==> config.mk <==
export PLATFORM = sky130hd
export DESIGN_NAME = duart_tx_scheduler
export DESIGN_NICKNAME = d
export VERILOG_FILES = /design/src/rtl/duart_tx_scheduler.sv
export SDC_FILE = /design/constraint.sdc
export NUM_CORES = 1
export LEC_CHECK = 0
export CAP_MARGIN = 20
export CORE_MARGIN = 3
export CORE_UTILIZATION = 40
export CTS_BUF_LIST = sky130_fd_sc_hd__clkbuf_2 sky130_fd_sc_hd__clkbuf_4 sky130_fd_sc_hd__clkbuf_8
export DETAILED_ROUTE_END_ITERATION = 6
export GPL_TIMING_DRIVEN = 0
export PLACE_DENSITY_LB_ADDON = 0.08
export SYNTH_ARGS = -nofsm -noshare
export SYNTH_HDL_FRONTEND = slang
export SYNTH_SLANG_ARGS = --single-unit
==> constraint.sdc <==
create_clock -name clk -period 4.19 [get_ports clk]
set_clock_uncertainty 0.05 [all_clocks]
set_input_delay 0.838 -clock clk [delete_from_list [all_inputs] [get_ports clk]]
set_output_delay 0.838 -clock clk [all_outputs]
set_load 0.05 [all_outputs]
==> src/rtl/duart_tx_scheduler.sv <==
// Drains a byte FIFO into a DUART channel A transmitter: polls TxRDY, then writes THR,
// sharing the DUART register bus with a CPU that always wins arbitration.
module duart_tx_scheduler #(
  parameter int unsigned FIFO_DEPTH = 16,
  parameter int unsigned POLL_GAP   = 2,
  parameter int unsigned TXRDY_BIT  = 2
) (
  input  logic                          clk,
  input  logic                          reset,
  input  logic                          clken,
  input  logic                          cpu_enable,
  input  logic                          cpu_we,
  input  logic [3:0]                    cpu_addr,
  input  logic [7:0]                    cpu_di,
  output logic [7:0]                    cpu_do,
  input  logic                          fifo_wr,
  input  logic [7:0]                    fifo_data,
  output logic                          fifo_full,
  output logic                          fifo_empty,
  output logic [$clog2(FIFO_DEPTH):0]   fifo_count,
  output logic                          overflow,
  output logic                          duart_enable,
  output logic                          duart_we,
  output logic [3:0]                    duart_addr,
  output logic [7:0]                    duart_di,
  input  logic [7:0]                    duart_do
);

  localparam int unsigned AW = $clog2(FIFO_DEPTH);
  localparam int unsigned GW = $clog2(POLL_GAP + 2);

  localparam logic [AW:0]   CntOne  = (AW + 1)'(1);
  localparam logic [AW:0]   CntFull = (AW + 1)'(FIFO_DEPTH);
  localparam logic [AW-1:0] PtrOne  = AW'(1);
  localparam logic [GW-1:0] GapOne  = GW'(1);
  localparam logic [GW-1:0] GapLoad = GW'(POLL_GAP);

  localparam logic [3:0] AddrStatus = 4'd1;
  localparam logic [3:0] AddrThr    = 4'd3;

  typedef enum logic [1:0] {StIdle, StPoll, StWrite, StGap} state_e;

  state_e          state_q, state_d;
  logic [GW-1:0]   gap_q, gap_d;
  logic [7:0]      mem_q [FIFO_DEPTH];
  logic [AW-1:0]   wr_ptr_q, wr_ptr_d, rd_ptr_q, rd_ptr_d;
  logic [AW:0]     count_q, count_d;
  logic            full_q, full_d, empty_q, empty_d, ovf_q, ovf_d;

  logic            grant, push, pop;
  logic            eng_en, eng_we;
  logic [3:0]      eng_addr;
  logic [7:0]      eng_di;

  // The engine may only touch the bus on a clken cycle the CPU leaves free; never on reset.
  assign grant = clken & ~cpu_enable & ~reset;

  always_comb begin
    state_d  = state_q;
    gap_d    = gap_q;
    pop      = 1'b0;
    eng_en   = 1'b0;
    eng_we   = 1'b0;
    eng_addr = '0;
    eng_di   = '0;
    case (state_q)
      StIdle: begin
        if (!empty_q) state_d = StPoll;
      end
      StPoll: begin
        if (grant) begin
          eng_en   = 1'b1;
          eng_addr = AddrStatus;
          if (duart_do[TXRDY_BIT]) state_d = StWrite;
        end
      end
      StWrite: begin
        if (grant) begin
          eng_en   = 1'b1;
          eng_we   = 1'b1;
          eng_addr = AddrThr;
          eng_di   = mem_q[rd_ptr_q];
          pop      = 1'b1;
          gap_d    = GapLoad;
          state_d  = StGap;
        end
      end
      StGap: begin
        if (clken) begin
          if (gap_q <= GapOne) begin
            gap_d   = '0;
            state_d = empty_q ? StIdle : StPoll;
          end else begin
            gap_d = gap_q - GapOne;
          end
        end
      end
      default: state_d = StIdle;
    endcase
  end

  // A push while full is dropped even if the same edge pops.
  always_comb begin
    push     = fifo_wr & ~full_q & ~reset;
    ovf_d    = ovf_q | (fifo_wr & full_q);
    wr_ptr_d = push ? wr_ptr_q + PtrOne : wr_ptr_q;
    rd_ptr_d = pop ? rd_ptr_q + PtrOne : rd_ptr_q;
    case ({push, pop})
      2'b10:   count_d = count_q + CntOne;
      2'b01:   count_d = count_q - CntOne;
      default: count_d = count_q;
    endcase
    full_d  = (count_d == CntFull);
    empty_d = (count_d == '0);
  end

  always_ff @(posedge clk) begin
    if (reset) begin
      state_q  <= StIdle;
      gap_q    <= '0;
      wr_ptr_q <= '0;
      rd_ptr_q <= '0;
      count_q  <= '0;
      full_q   <= 1'b0;
      empty_q  <= 1'b1;
      ovf_q    <= 1'b0;
    end else begin
      state_q  <= state_d;
      gap_q    <= gap_d;
      wr_ptr_q <= wr_ptr_d;
      rd_ptr_q <= rd_ptr_d;
      count_q  <= count_d;
      full_q   <= full_d;
      empty_q  <= empty_d;
      ovf_q    <= ovf_d;
    end
  end

  always_ff @(posedge clk) begin
    if (push) mem_q[wr_ptr_q] <= fifo_data;
  end

  always_comb begin
    if (cpu_enable) begin
      duart_enable = 1'b1;
      duart_we     = cpu_we;
      duart_addr   = cpu_addr;
      duart_di     = cpu_di;
    end else begin
      duart_enable = eng_en;
      duart_we     = eng_we;
      duart_addr   = eng_addr;
      duart_di     = eng_di;
    end
  end

  assign cpu_do     = duart_do;
  assign fifo_full  = full_q;
  assign fifo_empty = empty_q;
  assign fifo_count = count_q;
  assign overflow   = ovf_q;

endmodule

==> results of run 1 <==
==> sequential cells by signal, summed over array words and instances, names as in the netlist, named ones only <==
signal / cells
fifo_empty: 1
state_q: 2
wr_ptr_q: 4
overflow: 1
mem_q: 128
fifo_full: 1
fifo_count: 5
rd_ptr_q: 4
gap_q: 2
==> cells in the mapped netlist, drive strengths merged (2+ instances only) <==
cell / count / area, µm²
nand2: 17 / 63.81
dfxtp: 24 / 480.5
and3: 2 / 12.51
inv: 8 / 32.54
nor2: 33 / 123.9
ha: 12 / 150.1
a211oi: 3 / 22.52
xor2: 4 / 35.03
a31oi: 4 / 25.02
nor3b: 2 / 15.01
nand3b: 2 / 15.01
buf: 27 / 234.0
nand4: 4 / 25.02
a21oi: 9 / 45.04
and2: 2 / 12.51
nor2b: 6 / 37.54
nand2b: 8 / 50.05
or2: 3 / 18.77
mux2i: 2 / 20.02
o31ai: 3 / 22.52
xnor2: 4 / 35.03
clkbuf: 7 / 26.28
nor4: 3 / 33.78
o21ai: 5 / 25.02
a221oi: 2 / 17.52
a311oi: 2 / 17.52
nor3: 12 / 60.06
edfxtp: 128 / 3844
a22o: 8 / 70.07
mux4: 40 / 945.9
==> final timing paths <==
kind,slack (ns),from,endpoint,cells after the start
setup / recovery,0.12,flip-flop,duart_di[3],6
setup reg to reg,1.02,state_q[0],fifo_full,14
hold / removal,0.42,overflow,overflow,2
hold reg to reg,0.42,overflow,overflow,2
==> power groups by stage <==
stage / logic, µW / clock network (µW) / registers, µW
after floorplan: 228 / 0 / 1720
after global placement: 365 / 0 / 1710
after detailed placement: 372 / 0 / 1710
after CTS: 374 / 1120 / 1680
after global routing: 402 / 1180 / 1680
final: 369 / 1090 / 1680
==> metrics by stage <==
| stage | cells | power (µW) |
|---|---|---|
| after floorplan | 398 | 1949 |
| after global placement | 669 | 2077 |
| after detailed placement | 673 | 2085 |
| after CTS | 705 | 3170 |
| after global routing | 705 | 3266 |
| final | 705 | 3134 |
==> cells in the final DEF (no fill, tap or decap), types with 7 or more instances in the layout <==
| cell type | count |
|---|---|
| a21oi_1 | 9 |
| a22o_1 | 8 |
| buf_4 | 14 |
| buf_6 | 8 |
| clkbuf_1 | 7 |
| clkbuf_8 | 17 |
| clkdlybuf4s50_1 | 55 |
| dfxtp_1 | 24 |
| edfxtp_1 | 128 |
| ha_1 | 12 |
| inv_1 | 7 |
| mux4_1 | 12 |
| mux4_2 | 28 |
| nand2_1 | 17 |
| nand2b_1 | 8 |
| nor2_1 | 33 |
| nor3_1 | 12 |
==> metal layers <==
metal | up-vias | global-route usage [%] | wire length, µm
met3 | 15 | 3.614 | 656
met5 | - | 0 | 0
met4 | 0 | 5.430 | 199
li1 | 1722 | - | -
met2 | 97 | 27.57 | 7061
met1 | 1893 | 23.85 | 6884
==> final cells by class <==
cell class | instances | area share [%]
Sequential cell | 152 | 54.88
Clock inverter | 15 | 2.049
Clock buffer | 17 | 2.970
Multi-Input combinational cell | 204 | 25.58
Tap cell | 216 | 3.430
Buffer | 34 | 3.303
Timing Repair Buffer | 59 | 7.369
Inverter | 8 | 0.4129
==> logic make-up after synthesis <==
family | after synthesis | share of synthesized area (%)
simple gates | 98 | 7.640
xor+xnor | 8 | 1.056
mux | 43 | 14.73
flops | 152 | 65.20
fa+ha+maj | 12 | 2.264
buf+inv | 42 | 4.414
compound gates | 43 | 4.697
==> worst max-delay path, delay by kind of cell, from the launching register on <==
kind                   cells  cell delay, ns
AOI/OAI and AO/OA          1            0.22
buffers and inverters      3            1.03
DFF                        1            0.35
muxes                      2            1.13
==> run metrics, run 1 <==
status=completed; Worst EP arrival=3.19 ns; Comb pwr share=11.8%; sequential fraction of the synthesis area=65.20%; clock share of power=34.7%; Hold Fails Final Rpt=0; drt pass-1 iters=4; Final Core Density=49.07%; via count=3727; First DRT Iteration DRCs=206; CP max FO=10; CTS tree=built; first-pass GRT wire length=22710 µm; Sw Ratio=between 20% and 30%; Final WS setup=0.1153 ns; LEAKAGE=approximately 0.0026 µW; Post-synth EDFFs=between 100 and 150; Die ar.=18160 µm²; warnings from Yosys=0; H-tree depth=4; Max-slew headroom=41.97%; CTS resizes=0; Avg Cell Area, Syn=16.66 µm²; CP peak stage delay=0.72 ns; fillers=1360; Psw=832.0 µW; starting density of the core=about two fifths; Flop pwr share=53.5%; #FFs+latches synth=152; Final Cycle Share=a little over nine tenths; internal power=2302 µW; Mapped Nets=approximately 440; vias in the first global route=3731; initial antenna violation count=0; Crit Path Class=flip-flop to output port; Routed WL per cell=21.00 µm; Post-Route WL=roughly 15000 µm; Vias/cell=5.287; Clock Path Buffers=2; Nets=around 520; Die Y=between 100 and 150 µm; CTS Hold Bufs=0; grt ovf=0; die width=134.8 µm; Hold WS=about 0.42 ns; Slew Viols, Final=0; FFs w/ async S/R, synth=0%; Ports=64; Multi-input gate area=2016 µm²; post-synthesis cell type count=51; final RePlAce weighted congestion=slightly below 0.8; Worst-Margin Slew=between 0.8 and 0.9 ns; final setup TNS=0 ns; Worst-path clk slew=~0.09 ns; final setup fails=0; Power Density=397.8 nW/µm²; synthesized cell area=6633 µm²; hold crit path type=flip-flop to flip-flop; fmax=245.4 MHz; Core Box Area=16060 µm²; CP Launch Type=flip-flop; Post-CTS Setup Repair Bufs=0; RSZ-0062 raised after global routing=no; Area Growth Syn to Fin=18.79%; All-Layer GR Usage=17.23%; Cells after Synth=398; floorplan row count=46; Routed Antenna Nets=0; CP Cell Sequence=buf_6 -> buf_8 -> mux4_1 -> mux4_2 -> a22o_1 -> clkdlybuf4s50_1; ANT cells=0; HPWL after DPL=around 11000 µm; WP data required=3.30 ns; Residual DRC=0; Max IR drop VDD=around 0.22 mV; pre-CTS setup slack=0.1600 ns; Tmin final=a little over 4 ns; largest net degree at the start of global routing=17; Post-DP Area=7483 µm²; Buffers on Ports=55; crit end category=output port; Num CTS Buffers=17; later-pin clock latency in the skew report=~0.44 ns; root buf cell=clkbuf_8; ys flop type=edfxtp_1; cell area after layout=between 7000 and 8000 µm²; layout cell share with drive strength beyond 1=19.84%; FF+latch area=4324 µm²; Max-Cap Viols=0; Crit-path slowest cell=clkdlybuf4s50_1; clk sinks=about 150
Note: power is estimated with default switching activity, not from simulation.
==> inputs of run 2 (changes only) <==
Settings changed: CAP_MARGIN 20 to unset, GPL_ROUTABILITY_DRIVEN set to 0.
==> run 2 against run 1 <==
Power is 1.8% higher. Sequential share of layout area up 0.087 points. Sequential cell count unchanged. Clock power rose by 6%. Highest routed layer unchanged. Via count decreased by 0.32%. First-iteration DRC count is 50% higher. Register-to-register slack about the same. Worst setup slack gained 0.021 ns.
==> run metrics, run 2 (synthesized netlist as in run 1, its figures left out) <==
FF+latch area=4324 µm² (unchanged); Crit Path Class=flip-flop to output port; Slew Viols, Final=0 (unchanged); cell area after layout=7866 µm² (-0.16%); Ports=64 (unchanged); Power Density=405.5 nW/µm² (+1.9%); later-pin clock latency in the skew report=0.43 ns (about the same); CTS Hold Bufs=0 (unchanged); first-pass GRT wire length=22320 µm (-1.7%); status=completed; die width=134.8 µm (unchanged); CP Launch Type=flip-flop; Buffers on Ports=55 (unchanged); Core Box Area=16060 µm² (unchanged); Clock Path Buffers=2 (unchanged); worst r2r src=state_q[0]; CTS tree=built; Comb pwr share=11.5% (-0.3 points); vias in the first global route=3617 (-3.1%); CTS resizes=0 (unchanged); CP Cell Sequence=buf_6 -> buf_8 -> mux4_1 -> mux4_2 -> a22o_1 -> clkdlybuf4s50_1; Worst-Margin Slew=1.202 ns (+0.3346 ns); Worst Path Buf+Inv=3 (unchanged); Residual DRC=0 (unchanged); final setup TNS=0 ns (unchanged); Post-Route WL=14700 µm (-0.70%); Max IR drop VDD=0.2652 mV (+18%); Die Y=134.8 µm (unchanged); WP data required=3.30 ns (about the same); Multi-input gate area=2031 µm² (+0.75%); initial antenna violation count=0 (unchanged); Area Growth Syn to Fin=18.60%; clk sinks=152 (unchanged); most frequent cells in the layout=edfxtp_1 (128), clkdlybuf4s50_1 (55), nor2_1 (33); Worst Hold Path Cells=2 (unchanged); max FFs per register=128 (unchanged); Tmin final=4.054 ns (-0.02110 ns); Vias/cell=5.330 (+0.82%); internal power=2446 µW (+6.2%); First DRT Iteration DRCs=309 (+50%); ANT cells=0 (unchanged); Post-CTS Setup Repair Bufs=0 (unchanged); drt pass-1 iters=4 (unchanged); CP max FO=10 (unchanged); Psw=743.8 µW (-11%); crit end category=output port; final setup fails=0 (unchanged); CP peak stage delay=0.72 ns (about the same); Sw Ratio=23.32% (-3.2 points); H-tree depth=4 (unchanged); fmax=246.7 MHz (+0.52%); hold endpoint=overflow; Final Cycle Share=96.74% (-0.50 points); Hold Fails Final Rpt=0 (unchanged); layout cell share with drive strength beyond 1=18.71% (-1.1 points); Worst EP arrival=3.17 ns (-0.02 ns); root buf cell=clkbuf_8; Nets=518 (-0.77%); Biggest register=mem_q; Reg2Reg Setup Slack=1.03 ns (about the same); worst r2r dst=fifo_full; Max-slew headroom=19.26% (-23 points); largest net degree at the start of global routing=17 (unchanged); starting density of the core=41.30% (unchanged); Flop pwr share=52.6% (-0.9 points); fillers=1381 (+1.5%); Post-DP Area=7453 µm² (-0.40%); via count=3715 (-0.32%); worst r2r path cells=14 (unchanged); Num CTS Buffers=17 (unchanged); commonest non-fill, non-tap cell in the layout=edfxtp_1; Die ar.=18160 µm² (unchanged); Max-Cap Viols=0 (unchanged); Crit-path slowest cell=clkdlybuf4s50_1; clock share of power=35.9% (+1.2 points); hold crit path type=flip-flop to flip-flop; HPWL after DPL=10330 µm (-2.1%); Routed Antenna Nets=0 (unchanged); floorplan row count=46 (unchanged); LEAKAGE=0.002562 µW (-0.14%); All-Layer GR Usage=16.95% (-0.28 points); Worst-path clk slew=0.08 ns (about the same); Pwr Total=3189 µW (+1.8%); Final WS setup=0.1364 ns (+0.02110 ns); pre-CTS setup slack=0.1825 ns (+0.02249 ns); Routed WL per cell=21.09 µm (+0.44%); hold wc startpoint=overflow; CP delay by family, top=multiplexers; grt ovf=0 (unchanged); RSZ-0062 raised after global routing=no
[run 2: cell count changes in the layout (fill, tap and decap cells not counted), sizes merged]
cell / before / now
clkbuf: 24 / 25
inv: 15 / 8
clkinvlp: 3 / 2
buf: 31 / 27
bufinv: 1 / 4
[run 2: power groups by stage]
stage / clock [µW] / sequential, µW / combinational (µW)
after floorplan: 0 / 1720 / 228
after global placement: 0 / 1710 / 365
after detailed placement: 0 / 1710 / 369
after CTS: 1170 / 1680 / 371
after global routing: 1240 / 1680 / 403
final: 1150 / 1680 / 366
[run 2: worst max path at each step]
stage,to,depth (start not counted)
final,duart_di[3],6
after detailed placement,duart_di[3],8
after global routing,duart_di[2],6
after floorplan,duart_addr[0],3
after CTS,duart_di[3],6
after global placement,duart_di[3],8
[run 2: worst reg2reg max path, cell delays in order (launching register included)]
cell	delay, ns
dfxtp_1	0.36
inv_1	0.11
ha_1	0.26
nand4bb_1	0.13
buf_6	0.17
inv_4	0.06
buf_6	0.14
buf_6	0.15
ha_1	0.19
buf_6	0.14
or4b_4	0.54
nor4_4	0.17
nor4_1	0.09
or2_1	0.26
a2111oi_2	0.26
[run 2: layout make-up]
type	count	share of cell area, %
buffer	34	3.308
tap	216	3.436
clock buffer	18	3.070
multi-input combinational	204	25.82
sequential	152	54.97
timing repair buffer	55	6.999
clock inverter	10	1.988
inverter	8	0.4136
[run 2: stage by stage]
| step | hold slack, ns | std cells | util [%] |
|---|---|---|---|
| global placement | 0.3991 | 669 | 46.42 |
| CTS | 0.4289 | 697 | 48.89 |
| floorplan | 0.4119 | 398 | - |
| finish | 0.4256 | 697 | 48.99 |
| global route | 0.4718 | 697 | 48.99 |
| detailed placement | 0.4090 | 669 | 46.42 |
[run 2: per-layer routing]
layer	vias to the layer above	GRT usage, %	part of all wire, %
li1	1707	-	-
met1	1886	24.03	44
met2	115	26.49	48
met3	7	4.955	7.1
met4	0	3.224	0.65
met5	-	0	0
==> inputs of run 3 (changes only) <==
Settings changed: CELL_PAD_IN_SITES_DETAIL_PLACEMENT set to 0, CELL_PAD_IN_SITES_GLOBAL_PLACEMENT set to 1, CORE_MARGIN 3 to 10.
==> run 3 against run 2 <==
Die area is 22% higher. Cell area is 0.29% higher. Power is 0.20% lower. Cell count is 1.3% higher. Critical endpoint is now duart_di[4]. Largest cell class unchanged.
==> run metrics, run 3 (synthesized netlist as in run 1, its figures left out) <==
Post-Route WL=14910 µm (+1.5%); layout cell share with drive strength beyond 1=19.75% (+1.0 points); later-pin clock latency in the skew report=0.44 ns (about the same); internal power=2415 µW (-1.3%); CP delay by family, top=multiplexers; Die ar.=22130 µm² (+22%); max FFs per register=128 (unchanged); Num CTS Buffers=17 (unchanged); Residual DRC=0 (unchanged); Clock Path Buffers=2 (unchanged); CTS resizes=0 (unchanged); first-pass GRT wire length=23180 µm (+3.8%); CTS tree=built; largest net degree at the start of global routing=17 (unchanged); die width=148.8 µm (+10%); status=completed; Final Cycle Share=96.21% (-0.53 points); LEAKAGE=0.002570 µW (+0.30%); Crit-path slowest cell=clkdlybuf4s50_1; Psw=768.1 µW (+3.3%); clk sinks=152 (unchanged); hold wc startpoint=overflow; Worst EP arrival=3.14 ns (-0.03 ns); CP Cell Sequence=buf_6 -> buf_8 -> mux4_1 -> mux4_2 -> a22o_1 -> clkdlybuf4s50_1; Post-CTS Setup Repair Bufs=0 (unchanged); # placed instances=673 (+0.60%); Routed WL per cell=21.12 µm (+0.16%); CTS Hold Bufs=0 (unchanged); drt pass-1 iters=4 (unchanged); cell area after layout=7889 µm² (+0.29%); Comb pwr share=11.5% (about the same); Reg2Reg Setup Slack=1.00 ns (-0.03 ns); Hold Fails Final Rpt=0 (unchanged); First DRT Iteration DRCs=267 (-14%); HPWL after DPL=10610 µm (+2.7%); Worst-path clk slew=0.08 ns (about the same); CP peak stage delay=0.70 ns (-0.02 ns); starting density of the core=40.43% (-0.88 points); Final WS setup=0.1587 ns (+0.02233 ns); WP data required=3.30 ns (about the same); RSZ-0062 raised after global routing=no; Ports=64 (unchanged); final setup fails=0 (unchanged); floorplan row count=47 (+2.2%); Max IR drop VDD=0.3313 mV (+25%); Vias/cell=5.255 (-1.4%); commonest non-fill, non-tap cell in the layout=edfxtp_1; Worst Path Buf+Inv=3 (unchanged); All-Layer GR Usage=14.10% (-2.9 points); vias in the first global route=3870 (+7.0%); Post-DP Area=7458 µm² (about the same); final setup TNS=0 ns (unchanged); Worst-Margin Slew=1.007 ns (-0.1944 ns); grt ovf=0 (unchanged); Crit Path Class=flip-flop to output port; via count=3710 (-0.13%); worst r2r src=state_q[0]; Biggest register=mem_q; Buffers on Ports=55 (unchanged); Area Growth Syn to Fin=18.94%; Slew Viols, Final=0 (unchanged); Sw Ratio=24.13% (+0.81 points); root buf cell=clkbuf_8; CP max FO=10 (unchanged); Power Density=403.5 nW/µm² (-0.49%); crit end category=output port; Nets=519 (+0.19%); ANT cells=0 (unchanged); H-tree depth=4 (unchanged); clock share of power=35.8% (about the same); Layout Cells excl Fill=706 (+1.3%); Core Box Area=16410 µm² (+2.2%); Max-Cap Viols=0 (unchanged); pre-CTS setup slack=0.1226 ns (-0.05993 ns); Flop pwr share=52.7% (about the same); Routed Antenna Nets=0 (unchanged); initial antenna violation count=0 (unchanged); Tmin final=4.031 ns (-0.02233 ns); Max-slew headroom=32.59% (+13 points); most frequent cells in the layout=edfxtp_1 (128), clkdlybuf4s50_1 (55), nor2_1 (33); hold crit path type=flip-flop to flip-flop; Hold WS=0.4265 ns (+0.0008920 ns); CP Launch Type=flip-flop; Die Y=148.8 µm (+10%); fmax=248.1 MHz (+0.55%)
## run 3: changes by cell type in the layout (fill, tap and decap cells not counted), sizes merged
cell,delta
buf,+1
bufinv,-1
clkbuf,+2
clkinvlp,+2
inv,+1
## run 3: final cells by class
| cell class | count | area (µm²) |
|---|---|---|
| plain buffers | 34 | 260.3 |
| clock buffers | 20 | 256.5 |
| clock inverters | 12 | 151.4 |
| fillers | 1407 | 8518 |
| inverters | 8 | 32.53 |
| multi-input cells | 204 | 2031 |
| flip-flops and latches | 152 | 4324 |
| well taps | 220 | 275.3 |
| repair buffers | 56 | 558.0 |
## run 3: worst min-delay path: stages (launching register included)
cell	delay [ns]
dfxtp_1	0.34
a21oi_1	0.04
nor2_1	0.07
## run 3: worst paths after layout
path / end / cells past startpoint
max reg2reg: fifo_full / 14
min: overflow / 2
min reg2reg: overflow / 2
max: duart_di[4] / 6
## run 3: power groups by stage
stage / logic [µW] / clock network, µW / registers [µW]
floorplan: 228 / 0 / 1720
detailed placement: 369 / 0 / 1710
finish: 365 / 1140 / 1680
global route: 397 / 1230 / 1680
CTS: 370 / 1170 / 1680
global placement: 363 / 0 / 1710
## run 3: metal layers
layer	GRT usage, %	wire length [µm]	up-vias	part of all wire (%)
li1	-	-	1717	-
met3	3.823	1092	9	7.3
met4	5.103	130	0	0.87
met1	17.62	6196	1878	42
met5	0	0	-	0
met2	23.06	7493	106	50
## run 3: stage by stage
step / utilization (%) / total power, µW
5_1_grt: 48.08 / 3305
4_1_cts: 47.94 / 3220
6_report: 48.08 / 3183
2_1_floorplan: - / 1949
3_3_place_gp: 45.46 / 2076
3_5_place_dp: 45.46 / 2082
